[config.mk]
export PLATFORM = sky130hd
export DESIGN_NAME = ram_dma_copy
export DESIGN_NICKNAME = d
export VERILOG_FILES = /design/src/rtl/ram_dma_copy_pkg.sv /design/src/rtl/ram_dma_copy_range_chk.sv /design/src/rtl/ram_dma_copy.sv
export SDC_FILE = /design/constraint.sdc
export NUM_CORES = 1
export LEC_CHECK = 0
export CAP_MARGIN = 30
export CELL_PAD_IN_SITES_DETAIL_PLACEMENT = 1
export CELL_PAD_IN_SITES_GLOBAL_PLACEMENT = 2
export CORE_MARGIN = 1.5
export CORE_UTILIZATION = 31
export DETAILED_ROUTE_END_ITERATION = 10
export PLACE_DENSITY = 0.84
export SYNTH_ARGS = -nofsm -noshare
export SYNTH_HDL_FRONTEND = slang
export SYNTH_SLANG_ARGS = --single-unit
[constraint.sdc]
create_clock -name clk -period 5.2 [get_ports clk]
set_clock_uncertainty 0.15 [all_clocks]
set_input_delay 1.04 -clock clk [delete_from_list [all_inputs] [get_ports clk]]
set_output_delay 1.04 -clock clk [all_outputs]
set_load 0.05 [all_outputs]
[src/rtl/ram_dma_copy_pkg.sv]
// Shared constants for the RAM copy engine: state encoding and RAM window bounds.
package ram_dma_copy_pkg;

  localparam logic [15:0] RAM_BOUND_L = 16'h0200;
  localparam logic [15:0] RAM_BOUND_U = 16'h0400;
  localparam int          DMA_LEN_W   = 10;

  typedef enum logic [2:0] {
    IDLE  = 3'd0,
    CHECK = 3'd1,
    READ  = 3'd2,
    WRITE = 3'd3,
    FIN   = 3'd4
  } state_t;

endpackage

[src/rtl/ram_dma_copy_range_chk.sv]
// Combinational alignment/bounds checker for one transfer region (src or dst).
module ram_dma_range_chk #(
  parameter logic [15:0] LO = ram_dma_copy_pkg::RAM_BOUND_L,
  parameter logic [15:0] HI = ram_dma_copy_pkg::RAM_BOUND_U,
  parameter int          LW = ram_dma_copy_pkg::DMA_LEN_W
) (
  input  logic [15:0]   i_addr,
  input  logic [LW-1:0] i_len,
  input  logic          i_bw,
  output logic          o_err
);

  logic [16:0] w_span;
  logic [16:0] w_end;

  // 17-bit so a region ending past 0xFFFF cannot wrap back into range
  assign w_span = i_bw ? {{(17-LW){1'b0}}, i_len} : {{(16-LW){1'b0}}, i_len, 1'b0};
  assign w_end  = {1'b0, i_addr} + w_span;
  assign o_err  = (!i_bw && i_addr[0]) || (i_addr < LO) || (w_end > {1'b0, HI});

endmodule

[src/rtl/ram_dma_copy.sv]
// RAM-to-RAM block copy initiator, 2 cycles per unit. Optional fill mode
// (1 unit per cycle, constant data) is built when RAM_DMA_FILL_EN is defined.
//
// state | meaning
// IDLE  | waiting for start, request fields latched on start
// CHECK | alignment/bounds check of the latched request
// READ  | RAM read at src, data captured at the edge
// WRITE | RAM write at dst, pointers advance
// FIN   | one-cycle done pulse
module ram_dma_copy #(
  parameter logic [15:0] BOUND_L = ram_dma_copy_pkg::RAM_BOUND_L,
  parameter logic [15:0] BOUND_U = ram_dma_copy_pkg::RAM_BOUND_U,
  parameter int          LEN_W   = ram_dma_copy_pkg::DMA_LEN_W
) (
  input  logic             clk,
  input  logic             rst_n,
  input  logic             start,
  input  logic [15:0]      src_addr,
  input  logic [15:0]      dst_addr,
  input  logic [LEN_W-1:0] xfer_len,
  input  logic             xfer_bw,
  input  logic             abort,
`ifdef RAM_DMA_FILL_EN
  input  logic             fill_mode,
  input  logic [15:0]      fill_data,
`endif
  output logic             busy,
  output logic             done,
  output logic             err,
  output logic [15:0]      ram_addr,
  output logic [15:0]      ram_Din,
  output logic             ram_RW,
  output logic             BW,
  input  logic [15:0]      ram_out
);
  import ram_dma_copy_pkg::*;

  state_t           r_state, w_next;
  logic [15:0]      r_src, r_dst, r_data;
  logic [LEN_W-1:0] r_rem;
  logic             r_bw, r_abort;
  logic             w_fill, w_src_err, w_dst_err, w_chk_err, w_last;
  logic [15:0]      w_size, w_wdata;

`ifdef RAM_DMA_FILL_EN
  logic             r_fill;
  logic [15:0]      r_fill_data;
  assign w_fill  = r_fill;
  assign w_wdata = r_fill ? (r_bw ? {8'h00, r_fill_data[7:0]} : r_fill_data) : r_data;
`else
  assign w_fill  = 1'b0;
  assign w_wdata = r_data;
`endif

  ram_dma_range_chk #(.LO(BOUND_L), .HI(BOUND_U), .LW(LEN_W)) u_src_chk (
    .i_addr(r_src), .i_len(r_rem), .i_bw(r_bw), .o_err(w_src_err)
  );
  ram_dma_range_chk #(.LO(BOUND_L), .HI(BOUND_U), .LW(LEN_W)) u_dst_chk (
    .i_addr(r_dst), .i_len(r_rem), .i_bw(r_bw), .o_err(w_dst_err)
  );

  assign w_chk_err = (w_src_err && !w_fill) || w_dst_err;
  assign w_size    = r_bw ? 16'd1 : 16'd2;
  assign w_last    = (r_rem == LEN_W'(1)) || abort || r_abort;

  always_ff @(posedge clk or negedge rst_n) begin
    if (!rst_n) begin
      r_state <= IDLE;
      r_src   <= '0;
      r_dst   <= '0;
      r_data  <= '0;
      r_rem   <= '0;
      r_bw    <= 1'b0;
      r_abort <= 1'b0;
`ifdef RAM_DMA_FILL_EN
      r_fill      <= 1'b0;
      r_fill_data <= '0;
`endif
    end else begin
      r_state <= w_next;
      case (r_state)
        IDLE: begin
          r_abort <= 1'b0;
          if (start) begin
            r_src <= src_addr;
            r_dst <= dst_addr;
            r_rem <= xfer_len;
            r_bw  <= xfer_bw;
`ifdef RAM_DMA_FILL_EN
            r_fill      <= fill_mode;
            r_fill_data <= fill_data;
`endif
          end
        end
        READ: begin
          r_data <= r_bw ? {8'h00, ram_out[7:0]} : ram_out;
          if (abort) r_abort <= 1'b1;
        end
        WRITE: begin
          r_src <= r_src + w_size;
          r_dst <= r_dst + w_size;
          r_rem <= r_rem - LEN_W'(1);
          if (abort) r_abort <= 1'b1;
        end
        default: ;
      endcase
    end
  end

  always_comb begin
    w_next   = r_state;
    busy     = 1'b0;
    done     = 1'b0;
    err      = 1'b0;
    ram_addr = '0;
    ram_Din  = '0;
    ram_RW   = 1'b0;
    BW       = 1'b1;
    case (r_state)
      IDLE: if (start) w_next = CHECK;
      CHECK: begin
        busy = 1'b1;
        if (w_chk_err) begin
          err    = 1'b1;
          w_next = IDLE;
        end else if (r_rem == '0) w_next = FIN;
        else if (w_fill)          w_next = WRITE;
        else                      w_next = READ;
      end
      READ: begin
        busy     = 1'b1;
        ram_addr = r_src - BOUND_L;
        BW       = r_bw;
        w_next   = WRITE;
      end
      WRITE: begin
        busy     = 1'b1;
        ram_addr = r_dst - BOUND_L;
        ram_Din  = w_wdata;
        ram_RW   = 1'b1;
        BW       = r_bw;
        if (w_last)      w_next = FIN;
        else if (w_fill) w_next = WRITE;
        else             w_next = READ;
      end
      FIN: begin
        done   = 1'b1;
        w_next = IDLE;
      end
      default: w_next = IDLE;
    endcase
  end

endmodule

======== Word-level counts from Yosys, hierarchy flattened ========
Cells that the tools add are included.
word-level totals
  flip-flop bits (word level) ............. 63
  memories ................................ 0
  latch bits .............................. 0
  memory bits (read-only) ................. 0
  word-level logic and storage cells ...... 68
  output and inout port bits .............. 37
  bits in writable memories ............... 0
  bits of input ports ..................... 63
operators by class
  eq/ne operators ......................... 7
  divide/modulo/power cells ............... 0
  muxes and demuxes ....................... 24
  bitwise gates (word level) .............. 0
  multipliers ............................. 0
  reductions and logical operators ........ 19
  shift-type cells ........................ 0
  add/subtract/negate cells ............... 7
  order comparisons ....................... 4
operators by type and width
  cell                                                                    number
  16-bit case mux with 2 select lines                                     3
  16-bit two-way mux                                                      4
  16-bit by 17-bit adder with 17-bit output                               2
  17-bit by 11-bit > comparator with 1-bit output, second input constant  2
  16-bit by 2-bit adder with 16-bit output                                2
  16-bit by 10-bit < comparator with 1-bit output, second input constant  2
  16-bit by 10-bit subtractor with 16-bit output, second input constant   2
  10-bit case mux with 2 select lines                                     1
  3-bit two-way mux                                                       4
  3-bit case mux with 4 select lines                                      1
  11-bit two-way mux                                                      1
  10-bit by 1-bit == test with 1-bit output, second input constant        1
  10-bit logical NOT                                                      1
  10-bit two-way mux                                                      1
  10-bit by 1-bit subtractor with 10-bit output, second input constant    1
  1-bit logical OR                                                        7
  1-bit two-way mux                                                       7
  3-bit by 2-bit == test with 1-bit output, second input constant         2
  2-bit AND reduction                                                     3
  2-bit nonzero test                                                      2
  3-bit by 1-bit == test with 1-bit output, second input constant         1
  3-bit == test, second input constant                                    1
  3-bit logical NOT                                                       1
  3-bit OR reduction                                                      1
  other kinds (7)                                                         8

======== Depth between registers and ports, before layout ========
Gate-level depths: netlist of run 1.
  depth in word-level cells ............... 7
  gate-level depth with buffers ........... 13
  depth with buffers taken out ............ 12

======== Cells and area by module ========
From an unflattened synthesis of run 1, not the netlist that was laid out.
unflattened totals
  cell total of the unflattened synthesis .. 651
  area total of the unflattened synthesis .. 5361.4 µm²
modules (own cells, without submodules)
  module             area each (µm²)  times used  sequential area each (µm²)  cells an instance
  ram_dma_copy       3895.0           1           1576.5                      461
  ram_dma_range_chk  733.2            2           0.0                         95

======== Worst setup path after synthesis of run 1 ========
Ideal clock, no wire load.
  kind .................................... reg2out
  from .................................... register r_bw
  to ...................................... output port err
  required time ........................... 4.010 ns
  path buffers ............................ 1
  stages on the path, launching flop included .. 13
  arrival ................................. 3.505 ns
  path slack .............................. 0.505 ns
  path through ............................ dfrtp_1 -> inv_1 -> clkbuf_1 -> nor2_1 -> ha_1 -> fa_1 -> a21o_1 -> a221oi_2 -> nor4b_1 -> or3_4 -> a2111oi_4 -> o2111ai_1 -> o211a_1
between the ends
  longest elaborated chain between the ends .. 7
  elaborated cells on any way between the ends .. 15
  those cells by class .................... add/sub (2); order compare (2); mux (3); reduce/logical (8)
RTL lines
  item                                                                                 line                                                        text
  start, declared                                                                      ram_dma_copy.sv:41                                          logic r_bw, r_abort;
  start signal, assigned                                                               ram_dma_copy.sv:88                                          r_bw <= xfer_bw;
  11-bit two-way mux or 1-bit logical NOT (tied branches)                              ram_dma_copy_range_chk.sv:17, ram_dma_copy_range_chk.sv:19
  16-bit by 17-bit adder with 17-bit output or 1-bit logical AND (tied branches)       ram_dma_copy_range_chk.sv:18, ram_dma_copy_range_chk.sv:19
  17-bit by 11-bit > comparator with 1-bit output or 1-bit logical OR (tied branches)  ram_dma_copy_range_chk.sv:19                                assign o_err = (!i_bw && i_addr[0]) || (i_addr < LO) || (w_end > {1'b0, HI});
  1-bit logical OR                                                                     ram_dma_copy_range_chk.sv:19
  1-bit logical OR (*)                                                                 ram_dma_copy.sv:62                                          assign w_chk_err = (w_src_err && !w_fill) || w_dst_err;
  1-bit two-way mux (*)                                                                ram_dma_copy.sv:123                                         if (w_chk_err) begin
  1-bit two-way mux (*)                                                                ram_dma_copy.sv:119                                         case (r_state)
  end, declared                                                                        ram_dma_copy.sv:29                                          output logic err,
Every way passes the cells marked *; elsewhere a longest branch is shown, timed or not.

======== Worst setup path after layout of run 1 ========
Same ends and word-level chain as after synthesis.

==> results.py, run 1 <==
metrics = {
    "place": {
        "hpwl_um": 16200,
        "place_inst": 992,
        "io_buffers": 99,
        "routabilityCongestion": 0.854,
        "pre_cts_ws_ns": 0.145,
    },
    "floorplanning": {
        "std_cell_rows": 48,
        "io_pins": 100,
        "die_area_um2": 18700,
        "initial_core_util": 0.319,
        "die_w_um": 137,
        "die_h_um": 137,
        "core_um2": 17400,
    },
    "global_routing": {
        "grt_max_degree": 42,
        "track_usage": 0.239,
        "grt-ovfl-total": 0,
        "grt_pass1_wl_um": 34100,
        "antenna_found_initial": 0,
        "grt_pass1_vias": 6141,
    },
    "route": {
        "wl_per_cell_um": 21.2,
        "drc": 0,
        "drt_iter0_drc": 423,
        "wl_um": 21500,
        "vias_per_cell": 5.88,
        "dr.pass1.iters": 5,
        "ant_nets": 0,
        "via_count": 5946,
    },
    "clocking": {
        "htreeDepth": 3,
        "numCtsBuffers": 9,
        "clk_transition_reported_paths_ns": 0.06,
        "cts_tree": "done",
        "clock_latency_ns": 0.35,
        "clockBufferDepth": 2,
        "root_buffer": "clkbuf_16",
        "clkSinkCount": 63,
    },
    "logic_synthesis": {
        "syn_area_um2": 5540,
        "ys_types": 70,
        "synth_flop_cell": "dfrtp_1",
        "ys_warn_count": 0,
        "synth_seq_cells": 63,
        "netlist_instances": 701,
        "synth-seq-area-share": 0.285,
        "synth-edff-count": 0,
        "synth_nets": 802,
        "synth_area_per_cell_um2": 7.90,
        "async_flop_share": 1.00,
    },
    "pwr": {
        "pwr-share-clk": 0.296,
        "pwr-share-seq": 0.287,
        "p_sw_w": 0.000919,
        "power_density_nw_per_um2": 318,
        "sw_frac_of_total": 0.404,
        "power_frac_comb": 0.416,
        "total_power_w": 0.00228,
        "intPower_w": 0.00136,
        "leakagePower_nw": 2.92,
        "peakVddDrop_mv": 0.173,
    },
    "min_path": {
        "hp-class": "reg -> reg",
    },
    "sta": {
        "slew_headroom": 0.443,
        "fmax_mhz": 196,
        "worst_pin_slew_ns": 0.833,
        "setup_ws_ns": 0.0930,
        "final_hold_viol_count": 0,
        "period_needed_ns": 5.11,
        "setup_tns_ns": 0,
        "fin_crit_sh": 0.982,
        "finalSetupViolCount": 0,
        "timing.final.max_slew_violations": 0,
    },
    "run": {
        "max-cap-violations": 0,
    },
    "setup_path": {
        "cp-start-kind": "flip-flop",
        "path_common_cell": "buf_4",
        "crit_chain": "buf_2 > buf_4 > nand2_1 > o21ai_4 > fa_1 > a21o_1 > a221oi_2 > nor4b_2 > or3_4 > a2111oi_4 > o2111ai_2 > o211a_1 > buf_4",
        "crit_arrival_ns": 3.92,
        "cp_max_fo": 7,
        "critPathKind": "reg -> out",
        "cp_slowest_cell": "dfrtp_2",
        "cpPeakStageDelay_ns": 0.47,
        "worstPathRequired_ns": 4.01,
        "endpoint_kind": "output port",
    },
    "outcome": {
        "status": "complete, no violations",
    },
    "cells_and_area": {
        "layout.cells.non_filler": 1011,
        "seqCellArea_um2": 1580,
        "num-fill-cells": 2058,
        "drive_above_1_share": 0.101,
        "nets": 883,
        "syn_to_final_growth_pct": 29.4,
        "n_antenna_cell": 0,
        "multi_input_area_um2": 3770,
    },
}
[area by class of cell]
cell class | instances | area share
Timing Repair Buffer | 114 | 0.159
Tap cell | 225 | 0.0393
Clock buffer | 9 | 0.0314
Multi-Input combinational cell | 574 | 0.527
Sequential cell | 63 | 0.220
Clock inverter | 6 | 0.0129
Inverter | 20 | 0.0105
[power groups by stage]
stage,combinational (W),clock [W],sequential [W]
2_1_floorplan,0.000670,0,0.000597
5_1_grt,0.00105,0.000710,0.000663
6_report,0.000948,0.000675,0.000655
3_3_place_gp,0.000875,0,0.000655
4_1_cts,0.000901,0.000694,0.000652
3_5_place_dp,0.000894,0,0.000660
[cell families (layout without fill, tap and decap cells)]
family	after synthesis	after routing	share of synthesized area
XOR/XNOR	20	20	0.0316
multiplexers	11	11	0.0217
AO/OA/AOI/OAI	200	200	0.259
AND/OR/NAND/NOR	305	305	0.265
buffers and inverters	64	149	0.0468
adder cells (fa/ha/maj)	38	38	0.0913
flip-flops	63	63	0.285
[through the flow]
step	instance area, um2	hold WS [ns]	util
finish	7160	0.319	0.413
CTS	7070	0.328	0.407
global route	7160	0.356	0.413
global placement	6730	0.302	0.388
detailed placement	6750	0.313	0.389
floorplan	5540	0.288	-
[cells in the mapped netlist (all sizes together), types with 9 or more instances]
cell / n / share of area
clkbuf: 34 / 0.023
nand2: 110 / 0.075
inv: 20 / 0.014
o211ai: 11 / 0.015
ha: 34 / 0.077
nor3: 18 / 0.016
o21ai: 35 / 0.032
a21oi: 38 / 0.034
buf: 10 / 0.0099
dfrtp: 63 / 0.28
a211oi: 13 / 0.018
o22ai: 15 / 0.017
a31oi: 9 / 0.010
xnor2: 12 / 0.019
nor2: 64 / 0.043
and3: 27 / 0.031
nand3: 27 / 0.024
[sequential cells by signal (all words and copies together), names as in the netlist]
signal / cells
r_data: 16
r_rem: 10
r_dst: 16
r_bw: 1
r_state: 3
r_src: 16
r_abort: 1
[layer usage]
metal  up-vias  wire, um  track usage
li1       2774         -            -
met1      2994      9940        0.322
met2       156     10300        0.396
met3        22       829       0.0307
met4         0       378       0.0727
met5         -         0            0
[final timing paths]
check / slack (ns) / cells past startpoint / end / from
min in group asynchronous: 0.54 / 1 / r_data[11] / rst_n
min reg2reg: 0.32 / 2 / r_data[12] / r_data[12]
max in group asynchronous: 3.34 / 2 / r_bw / rst_n
min: 0.32 / 2 / r_data[12] / r_data[12]
max reg2reg: 1.30 / 13 / r_state[1] / r_bw
max: 0.09 / 13 / err / r_bw
[what timing repair did]
action	in CTS	in global routing
hold buffers	0	0
gates cloned	0	0
hold endpoints to repair	0	0
setup endpoints to repair	1	1
gates resized for setup	2	17
pin swaps	0	2
setup buffers	0	4
[worst max-delay path: cells and delay by family (launching register included)]
| family | cells | cell delay [ns] |
|---|---|---|
| AND/OR/NAND/NOR | 3 | 0.59 |
| adder cells (fa/ha/maj) | 1 | 0.47 |
| AO/OA/AOI/OAI | 6 | 1.49 |
| flip-flops | 1 | 0.47 |
| buffers and inverters | 3 | 0.55 |
[layout by cell type, fill, tap and decap left out, types with 5 or more instances in the layout]
cell and instances:
xor2_1 8, o21ai_0 32, nor4_1 5, a311oi_1 7, a22o_1 7, nor3_1 17, a31oi_1 9, a211oi_1 13
ha_1 32, a221o_1 6, buf_4 18, nor2_1 64, clkbuf_16 9, o211ai_1 11, or2_2 7, o22ai_1 15
clkdlybuf4s50_1 87, and2_1 7, and3_1 27, or4_1 5, mux2_2 8, a21o_1 6, dfrtp_1 62, nand3_1 27
buf_12 5, nor3b_1 5, nand2_1 109, a21oi_1 37, inv_1 19, xnor2_1 12, nand4_1 8
No activity file was read; power rests on OpenSTA's default activity.
==> run 2, diff against run 1 <==
- SLEW_MARGIN: unset -> 40
- TNS_END_PERCENT: unset -> 30
==> run 2 against run 1 <==
Non-clock buffer count shrank 3. Worst hold slack better by 0.0043 ns. Routed wire length is 1.3% lower. Critical path type unchanged. Clock-buffer cell count did not move. Combinational power decreased by 2.2%. Largest power group unchanged. Maximum frequency increased by 1.5%. First-iteration DRC count shrank 0.24%. Register-to-register slack gained 0.08 ns. Setup slack better by 0.074 ns.
==> results.py, run 2 (synthesis results as in run 1) <==
metrics = {
    "outcome": {
        "status": "complete, no violations",
    },
    "setup_path": {
        "cpPeakStageDelay_ns": 0.47,
        "crit_chain": "clkbuf_4 > buf_4 > o21ai_1 > ha_1 > a21o_1 > a221oi_2 > nor4b_2 > or3_4 > a2111oi_4 > o2111ai_2 > o211a_1 > buf_4",
        "critPathBufInv": 3,
        "path_common_cell": "buf_4",
        "cp_slowest_cell": "dfrtp_2",
        "r2r_slack_ns": 1.38,
        "worstPathRequired_ns": 4.01,
        "critPathTopFamily": "compound AO/OA/AOI/OAI gates",
        "critPathKind": "reg -> out",
        "endpoint_kind": "output port",
        "cp_max_fo": 8,
        "cp-start-kind": "flip-flop",
        "crit_arrival_ns": 3.84,
    },
    "sta": {
        "final_hold_viol_count": 0,
        "fmax_mhz": 199,
        "period_needed_ns": 5.03,
        "timing.final.max_slew_violations": 0,
        "setup_tns_ns": 0,
        "setup_ws_ns": 0.167,
        "fin_crit_sh": 0.968,
        "finalSetupViolCount": 0,
        "slew_headroom": 0.420,
        "timing.hold.ws_ns": 0.324,
        "worst_pin_slew_ns": 0.869,
    },
    "route": {
        "ant_nets": 0,
        "dr.pass1.iters": 5,
        "vias_per_cell": 5.90,
        "wl_per_cell_um": 21.0,
        "drc": 0,
        "wl_um": 21200,
        "via_count": 5950,
        "drt_iter0_drc": 422,
    },
    "floorplanning": {
        "io_pins": 100,
        "std_cell_rows": 48,
        "die_area_um2": 18700,
        "die_w_um": 137,
        "die_h_um": 137,
        "initial_core_util": 0.319,
        "core_um2": 17400,
    },
    "cells_and_area": {
        "final_common_cell": "nand2_1",
        "num-fill-cells": 2058,
        "mostFrequentLayoutCells": "109 x nand2_1, 87 x clkdlybuf4s50_1, 63 x nor2_1, 62 x dfrtp_1, 37 x a21oi_1",
        "nets": 880,
        "n_antenna_cell": 0,
        "drive_above_1_share": 0.0945,
        "top_regs": "r_data: 16 flops, r_dst: 16 flops, r_src: 16 flops",
        "syn_to_final_growth_pct": 28.5,
    },
    "pwr": {
        "leakagePower_nw": 2.91,
        "power_density_nw_per_um2": 317,
        "peakVddDrop_mv": 0.173,
        "total_power_w": 0.00225,
    },
    "clocking": {
        "numCtsBuffers": 9,
        "clkSinkCount": 63,
        "htreeDepth": 3,
        "root_buffer": "clkbuf_16",
        "cts_tree": "done",
        "clk_transition_reported_paths_ns": 0.06,
        "cts_hold_buf": 0,
        "clockBufferDepth": 2,
        "clock_latency_ns": 0.35,
    },
    "place": {
        "routabilityCongestion": 0.854,
        "io_buffers": 99,
        "hpwl_um": 16000,
        "pre_cts_ws_ns": 0.189,
    },
    "global_routing": {
        "met3_usage": 0.0267,
        "grt_pass1_wl_um": 32900,
        "track_usage": 0.231,
        "grt.met1_usage": 0.307,
        "grt_pass1_vias": 6043,
        "antenna_found_initial": 0,
        "grt-ovfl-total": 0,
        "grtUsageMet2": 0.390,
        "grt_max_degree": 42,
        "gr-max-usage-layer": "met2",
    },
    "min_path": {
        "hp-class": "reg -> reg",
    },
    "run": {
        "max-cap-violations": 0,
    },
}
## run 2: final timing paths
| check | startpoint | endpoint | cells after the start |
|---|---|---|---|
| min | r_data[7] | r_data[7] | 2 |
| max in group asynchronous | rst_n | r_bw | 2 |
| min in group asynchronous | rst_n | r_data[14] | 1 |
| max reg2reg | r_bw | r_state[1] | 12 |
| min reg2reg | r_data[7] | r_data[7] | 2 |
| max | r_bw | err | 12 |
## run 2: tightest hold or removal path, delay by kind of cell (launching register included)
kind,cells,cell delay (ns)
flip-flops,1,0.34
AND/OR/NAND/NOR,2,0.11
## run 2: timing repair
item	in CTS	in global routing
setup endpoints to repair	1	1
setup buffers	0	3
gates resized for setup	3	10
pin swaps	0	0
hold endpoints to repair	0	0
## run 2: layer usage
metal / routed length (um) / vias to the layer above / part of all wire
met5: 0 / - / 0
met4: 429 / 0 / 0.020
met3: 904 / 28 / 0.043
met2: 10200 / 167 / 0.48
met1: 9640 / 2982 / 0.45
li1: - / 2773 / -
## run 2: stage by stage
step	std cells	instance area, um2	utilization
after floorplan	701	5540	-
after detailed placement	990	6740	0.388
after global routing	1008	7120	0.410
after CTS	1005	7060	0.407
final	1008	7120	0.410
after global placement	990	6730	0.388
## run 2: cell type report
type	instances	area [um2]	area share
clock inverters	6	95.1	0.0134
flip-flops and latches	63	1580	0.222
inverters	20	75.1	0.0106
clock buffers	9	225	0.0317
repair buffers	111	1110	0.156
multi-input cells	574	3750	0.527
well taps	225	282	0.0396
## run 2: power breakdown
| group | internal, W | total (W) | switching [W] |
|---|---|---|---|
| Combinational | 0.000390 | 0.000927 | 0.000537 |
| Sequential | 0.000539 | 0.000654 | 0.000116 |
| Clock | 0.000421 | 0.000672 | 0.000251 |
| Total | 0.00135 | 0.00225 | 0.000904 |
